**config.mk**
```make
export PLATFORM = sky130hd
export DESIGN_NAME = spram_rr_arbiter
export DESIGN_NICKNAME = d
export VERILOG_FILES = /design/src/rtl/spram_arb_pkg.sv /design/src/rtl/spram_rr_arbiter_rr_pick.sv /design/src/rtl/spram_rr_arbiter.sv
export SDC_FILE = /design/constraint.sdc
export NUM_CORES = 1
export LEC_CHECK = 0
export ABC_AREA = 1
export ABC_CLOCK_PERIOD_IN_PS = 2500
export BUFFER_PORTS_ARGS = -buffer_cell sky130_fd_sc_hd__buf_4
export CAP_MARGIN = 20
export CORE_UTILIZATION = 40
export CTS_CLUSTER_SIZE = 24
export DETAILED_ROUTE_END_ITERATION = 10
export PLACE_DENSITY = 0.84
export RECOVER_POWER = 100
export SYNTH_ARGS = -nofsm -noshare
export SYNTH_HDL_FRONTEND = slang
export SYNTH_SLANG_ARGS = --single-unit
```
**constraint.sdc**
```tcl
create_clock -name clock0 -period 2.5 [get_ports clock0]
set_clock_uncertainty 0.15 [all_clocks]
set_input_delay 0.125 -clock clock0 [delete_from_list [all_inputs] [get_ports clock0]]
set_output_delay 0.125 -clock clock0 [all_outputs]
set_load 0.01 [all_outputs]
```
**src/rtl/spram_arb_pkg.sv**
```systemverilog
// Shared types, defaults and the round-robin pointer helper for the
// single-port RAM arbiter and any other shared-macro controllers.
package spram_arb_pkg;

  localparam int MAX_NREQ           = 8;
  localparam int DEFAULT_AWIDTH     = 12;
  localparam int DEFAULT_DWIDTH     = 9;
  localparam int DEFAULT_RD_LATENCY = 1;

  typedef logic [$clog2(MAX_NREQ)-1:0] req_idx_t;
  typedef logic [DEFAULT_AWIDTH-1:0]   addr_t;
  typedef logic [DEFAULT_DWIDTH-1:0]   data_t;

  // Next priority pointer: one past the granted index, or unchanged when idle.
  function automatic req_idx_t rr_next(input req_idx_t ptr, input req_idx_t g,
                                       input logic granted, input int nreq);
    int nxt;
    nxt = (int'(g) + 1) % nreq;
    return granted ? req_idx_t'(nxt) : ptr;
  endfunction

endpackage

```
**src/rtl/spram_rr_arbiter_rr_pick.sv**
```systemverilog
// Combinational round-robin picker: the first requester at or after ptr
// (wrapping) wins; returns one-hot grant, its index and an any-grant flag.
module rr_pick #(
  parameter int NREQ = 2,
  parameter int IW   = $clog2(NREQ)
) (
  input  logic [NREQ-1:0] req,
  input  logic [IW-1:0]   ptr,
  output logic [NREQ-1:0] gnt,
  output logic [IW-1:0]   idx,
  output logic            any_gnt
);

  logic [IW-1:0] cand;

  // Scan from the farthest candidate back to ptr so the closest one wins.
  always_comb begin
    gnt     = '0;
    idx     = '0;
    any_gnt = 1'b0;
    cand    = '0;
    for (int k = NREQ - 1; k >= 0; k--) begin
      cand = IW'((int'(ptr) + k) % NREQ);
      if (req[cand]) begin
        idx     = cand;
        any_gnt = 1'b1;
      end
    end
    if (any_gnt) gnt[idx] = 1'b1;
  end

endmodule

```
**src/rtl/spram_rr_arbiter.sv**
```systemverilog
// Round-robin arbiter sharing one single-port RAM macro between NREQ
// requesters; read data is routed back by a latency-matched tag pipeline.
module spram_rr_arbiter
  import spram_arb_pkg::*;
#(
  parameter int NREQ       = 2,
  parameter int AWIDTH     = DEFAULT_AWIDTH,
  parameter int DWIDTH     = DEFAULT_DWIDTH,
  parameter int RD_LATENCY = DEFAULT_RD_LATENCY
) (
  input  logic                   clock0,
  input  logic                   reset,
  input  logic [NREQ-1:0]        req,
  input  logic [NREQ-1:0]        we,
  input  logic [NREQ*AWIDTH-1:0] addr,
  input  logic [NREQ*DWIDTH-1:0] wdata,
  output logic [NREQ-1:0]        gnt,
  output logic [NREQ-1:0]        rvalid,
  output logic [DWIDTH-1:0]      rdata,
  output logic                   rce,
  output logic [AWIDTH-1:0]      ra,
  output logic                   wce,
  output logic [AWIDTH-1:0]      wa,
  output logic [DWIDTH-1:0]      wd,
  input  logic [DWIDTH-1:0]      rq
);

  localparam int IW = $clog2(NREQ);

  logic [IW-1:0]     ptr_q;
  logic [NREQ-1:0]   pick_gnt;
  logic [IW-1:0]     pick_idx;
  logic              pick_any;

  logic              sel_we;
  logic [AWIDTH-1:0] sel_addr;
  logic [DWIDTH-1:0] sel_wdata;
  logic              issue_rd;
  logic              issue_wr;

  logic [AWIDTH-1:0] ra_q;
  logic [AWIDTH-1:0] wa_q;

  logic [RD_LATENCY-1:0] vld_q;
  logic [IW-1:0]         tag_q [RD_LATENCY];

  rr_pick #(
    .NREQ (NREQ),
    .IW   (IW)
  ) u_pick (
    .req     (req),
    .ptr     (ptr_q),
    .gnt     (pick_gnt),
    .idx     (pick_idx),
    .any_gnt (pick_any)
  );

  always_comb begin
    sel_we    = we[pick_idx];
    sel_addr  = addr[int'(pick_idx)*AWIDTH +: AWIDTH];
    sel_wdata = wdata[int'(pick_idx)*DWIDTH +: DWIDTH];
    issue_rd  = !reset && pick_any && !sel_we;
    issue_wr  = !reset && pick_any && sel_we;
  end

  // Idle cycles keep the last issued addresses on the RAM pins.
  always_comb begin
    gnt = reset ? '0 : pick_gnt;
    rce = issue_rd;
    wce = issue_wr;
    ra  = reset ? '0 : (issue_rd ? sel_addr : ra_q);
    wa  = reset ? '0 : (issue_wr ? sel_addr : wa_q);
    wd  = issue_wr ? sel_wdata : '0;
  end

  always_ff @(posedge clock0) begin
    if (reset) begin
      ptr_q <= '0;
      ra_q  <= '0;
      wa_q  <= '0;
      vld_q <= '0;
      for (int k = 0; k < RD_LATENCY; k++) tag_q[k] <= '0;
    end else begin
      ptr_q    <= IW'(rr_next(req_idx_t'(ptr_q), req_idx_t'(pick_idx), pick_any, NREQ));
      if (issue_rd) ra_q <= sel_addr;
      if (issue_wr) wa_q <= sel_addr;
      vld_q[0] <= issue_rd;
      tag_q[0] <= pick_idx;
      for (int k = 1; k < RD_LATENCY; k++) begin
        vld_q[k] <= vld_q[k-1];
        tag_q[k] <= tag_q[k-1];
      end
    end
  end

  // The last tag stage lines up with rq, so the RAM output passes straight through.
  always_comb begin
    rvalid = '0;
    rdata  = '0;
    if (!reset && vld_q[RD_LATENCY-1]) begin
      rvalid[tag_q[RD_LATENCY-1]] = 1'b1;
      rdata                       = rq;
    end
  end

endmodule
```
==> results_tabular.tex <==
\begin{tabular}{lr}
\hline
Metric & Value \\
\hline
\multicolumn{2}{l}{\textbf{Outcome}} \\
Status & completed \\
\multicolumn{2}{l}{\textbf{Timing}} \\
Final worst slack & 0.298 ns \\
Min Hold Slack & 0.0817 ns \\
Pin slew with the least headroom to its limit & 0.416 ns \\
Setup-violating endpoint count in the final report & 0 \\
Max-slew headroom & 72.2\% \\
Fin. max-slew vios & 0 \\
Maximum frequency from static timing analysis & 454 MHz \\
Hold Vio Cnt, Final & 0 \\
Setup Total Neg Slack & 0 ns \\
Ratio of final minimum period to clock period & 88.1\% \\
Final critical path time including I/O delays and setup & 2.20 ns \\
Setup repair after global routing missed its margin & false \\
\multicolumn{2}{l}{\textbf{Place}} \\
Post-DP HPWL & 3060 um \\
GPL Wtd Cong & 0.738 \\
Placement Cell Area & 2310 um\^{}2 \\
Number of placed instances, taps included & 408 \\
Number of input and output port buffers inserted & 104 \\
Placement Setup Slack & 0.642 ns \\
\multicolumn{2}{l}{\textbf{Clocking}} \\
Clock-pin slew on the worst setup and hold paths & 0.09 ns \\
CTS Buffer Depth & 2 \\
Num CTS Buffers & 3 \\
Clk root buf & sky130\_fd\_sc\_hd\_\_clkbuf\_8 \\
Count of cells resized by post-cts repair & 0 \\
TritonCTS clock tree & yes \\
Max H-tree Level & 1 \\
Post-CTS repair timing setup buffer count & 0 \\
Worst-skew pair later-pin latency & 0.27 ns \\
Total number of clock tree sinks & 27 \\
Hold bufs inserted after CTS & 1 \\
\multicolumn{2}{l}{\textbf{Power and ir drop}} \\
Leakage power & 1.25 nW \\
Share of power burned in registers & 45.5\% \\
Switching Fraction & 32.1\% \\
Combinational power share & 29.8\% \\
Peak ir drop on the vdd network & 0.331 mV \\
Net load switching power & 0.334 mW \\
Clock share of power & 24.7\% \\
Power density of the placed cells & 476 nW/um\^{}2 \\
Total power after layout & 1.04 mW \\
Internal & 0.706 mW \\
\multicolumn{2}{l}{\textbf{Yosys}} \\
Cell Area, Synth & 1540 um\^{}2 \\
Library cell occupying the most area in the post-synthesis netlist & sky130\_fd\_sc\_hd\_\_dfxtp\_1 \\
Flops \& latches, synth & 27 \\
Mapped Nets & 324 \\
Area share of the leading cell type in the synthesized netlist & 35.2\% \\
Post-synthesis instance total & 267 \\
Total of warnings raised by yosys & 0 \\
Post-synth cell types & 15 \\
Average instance area after synthesis & 5.75 um\^{}2 \\
Register area share after synthesis & 35.2\% \\
Ranking of synthesized cells by area & sky130\_fd\_sc\_hd\_\_dfxtp\_1 35\%, sky130\_fd\_sc\_hd\_\_nand2\_1 25\%, sky130\_fd\_sc\_hd\_\_nor2\_1 15\% \\
\multicolumn{2}{l}{\textbf{Run}} \\
Reported max-cap violation count & 0 \\
\multicolumn{2}{l}{\textbf{Detailed routing}} \\
Via count & 1,806 \\
Routed WL & 4190 um \\
Antenna-violating nets left & 0 \\
Wire length per cell after detailed routing & 10.2 um \\
Post-route DRC violation count & 0 \\
Number of violations reported at the end of detailed-routing iteration 0 & 62 \\
Vias per std cell & 4.37 \\
Pre-Repair DR Iteration Count & 4 \\
\multicolumn{2}{l}{\textbf{Critical path}} \\
Reg-to-reg critical path startpoint & ptr\_q \\
Data arrival time of the worst path & 1.93 ns \\
Logic depth of the worst register-to-register path & 8 \\
Kind of critical path & reg -> out \\
Worst-path fanout max & 34 \\
Terminus of the critical flop-to-flop path & wa\_q[0] \\
Cell type with the highest occurrence count on the critical path & sky130\_fd\_sc\_hd\_\_nand2\_1 \\
Stage delay of the slowest cell on the critical path & 0.32 ns \\
CP Data Required Time & 2.23 ns \\
Worst setup slack for register-to-register paths & 0.77 ns \\
Crit path cell chain & inv\_1 > nand2\_1 > nand2\_2 > nand2\_2 > nand3\_4 > nand2\_1 > nand2\_1 > nor2\_1 > buf\_4 \\
Type of origin of the critical path & flip-flop \\
Crit path capture type & output port \\
Slowest cell on crit path & sky130\_fd\_sc\_hd\_\_dfxtp\_1 \\
\multicolumn{2}{l}{\textbf{GRT}} \\
GRT Resource Usage Total & 21.9\% \\
Vias in the first global route & 1,680 \\
Initial antenna violation count & 0 \\
Met1 Use GR & 25.4\% \\
Global-route wire length before repair & 7200 um \\
GR Overflow Total & 0 \\
Busiest metal layer after global routing & met2 \\
Global Route met3 Usage & 4.29\% \\
Met2 GRT Util & 39.9\% \\
Largest net degree at the start of global routing & 35 \\
\multicolumn{2}{l}{\textbf{Worst hold path}} \\
Hold EP & ptr\_q \\
Worst Hold Launch & req[0] \\
Hold Path Depth & 3 \\
Type of the tightest min-delay check & in -> reg \\
\multicolumn{2}{l}{\textbf{Floorplan}} \\
Die Area & 4090 um\^{}2 \\
Effective utilization at floorplan & 42.0\% \\
Die span in y & 64.0 um \\
I/O pin total & 105 \\
Die W & 64.0 um \\
Site Rows & 22 \\
Total core area & 3660 um\^{}2 \\
\multicolumn{2}{l}{\textbf{Cells and area}} \\
Count of non-filler cells in the finished layout & 413 \\
Final-stage net count & 423 \\
Inserted Diodes & 0 \\
Most common cell after layout, fill and taps aside & sky130\_fd\_sc\_hd\_\_nand2\_1 \\
Fin area & 2190 um\^{}2 \\
Area growth syn-to-layout & 42.3\% \\
Commonest cells after routing, fill and taps aside & 106 x sky130\_fd\_sc\_hd\_\_nand2\_1, 62 x sky130\_fd\_sc\_hd\_\_nor2\_1, 59 x sky130\_fd\_sc\_hd\_\_buf\_4, 46 x sky130\_fd\_sc\_hd\_\_clkbuf\_1, 41 x sky130\_fd\_sc\_hd\_\_inv\_1 \\
Proportion of layout cells with a drive suffix above 1 & 19.2\% \\
Final core utilization & 59.7\% \\
\hline
\end{tabular}
==> cell usage after synthesis <==
master and instances:
sky130_fd_sc_hd__a211oi_1 1, sky130_fd_sc_hd__a21oi_1 9, sky130_fd_sc_hd__buf_2 5, sky130_fd_sc_hd__buf_4 3, sky130_fd_sc_hd__buf_6 2, sky130_fd_sc_hd__clkbuf_1 2, sky130_fd_sc_hd__dfxtp_1 27, sky130_fd_sc_hd__inv_1 41
sky130_fd_sc_hd__inv_2 2, sky130_fd_sc_hd__nand2_1 104, sky130_fd_sc_hd__nand2_2 4, sky130_fd_sc_hd__nand3_1 2, sky130_fd_sc_hd__nand3_4 2, sky130_fd_sc_hd__nor2_1 62, sky130_fd_sc_hd__nor2_4 1
==> flip-flops by register name, indices dropped and copies added (netlist names) <==
| signal | count |
|---|---|
| tag_q | 1 |
| ra_q | 12 |
| wa_q | 12 |
| ptr_q | 1 |
| vld_q | 1 |
==> power groups by stage <==
| stage | registers [mW] | logic (mW) | clock network, mW |
|---|---|---|---|
| final | 0.473 | 0.310 | 0.257 |
| after detailed placement | 0.483 | 0.346 | 0 |
| after floorplan | 0.481 | 0.188 | 0 |
| after global placement | 0.482 | 0.340 | 0 |
| after CTS | 0.473 | 0.349 | 0.255 |
| after global routing | 0.476 | 0.354 | 0.271 |
==> cell families (layout without fill, tap and decap cells) <==
| kind of cell | Yosys count | in the layout | synth area share (%) |
|---|---|---|---|
| buf+inv | 55 | 153 | 15.6 |
| compound gates | 10 | 10 | 3.42 |
| simple gates | 175 | 175 | 45.8 |
| flops | 27 | 27 | 35.2 |
==> per-layer routing <==
layer  vias to the layer above  routed length, um
met2                        62               1990
met3                         6                280
met4                         0                 54
li1                        960                  -
met5                         -                  0
met1                       778               1860
==> final cells by class <==
type | count | area, um^2
Fill cell | 426 | 1480
Multi-Input combinational cell | 185 | 752
Timing Repair Buffer | 106 | 626
Sequential cell | 27 | 541
Inverter | 43 | 161
Tap cell | 48 | 60.1
Clock buffer | 3 | 41.3
Clock inverter | 1 | 5.00
==> how the worst max path moves through the flow <==
stage | startpoint | end | cells after the start | slack [ns]
after floorplan | ptr_q | ra[1] | 9 | 1.09
after global placement | ptr_q | wa[11] | 9 | 0.72
after detailed placement | ptr_q | wa[11] | 9 | 0.64
after CTS | reset | wa[11] | 8 | 0.33
after global routing | ptr_q | wa[5] | 9 | 0.09
final | ptr_q | wa[0] | 9 | 0.30
==> worst max-delay path: cells and delay by family (launching register included) <==
kind	cells	cell delay, ns
simple gates	7	1.13
buf+inv	2	0.20
flops	1	0.32
Note: power is estimated with default switching activity, not from simulation.
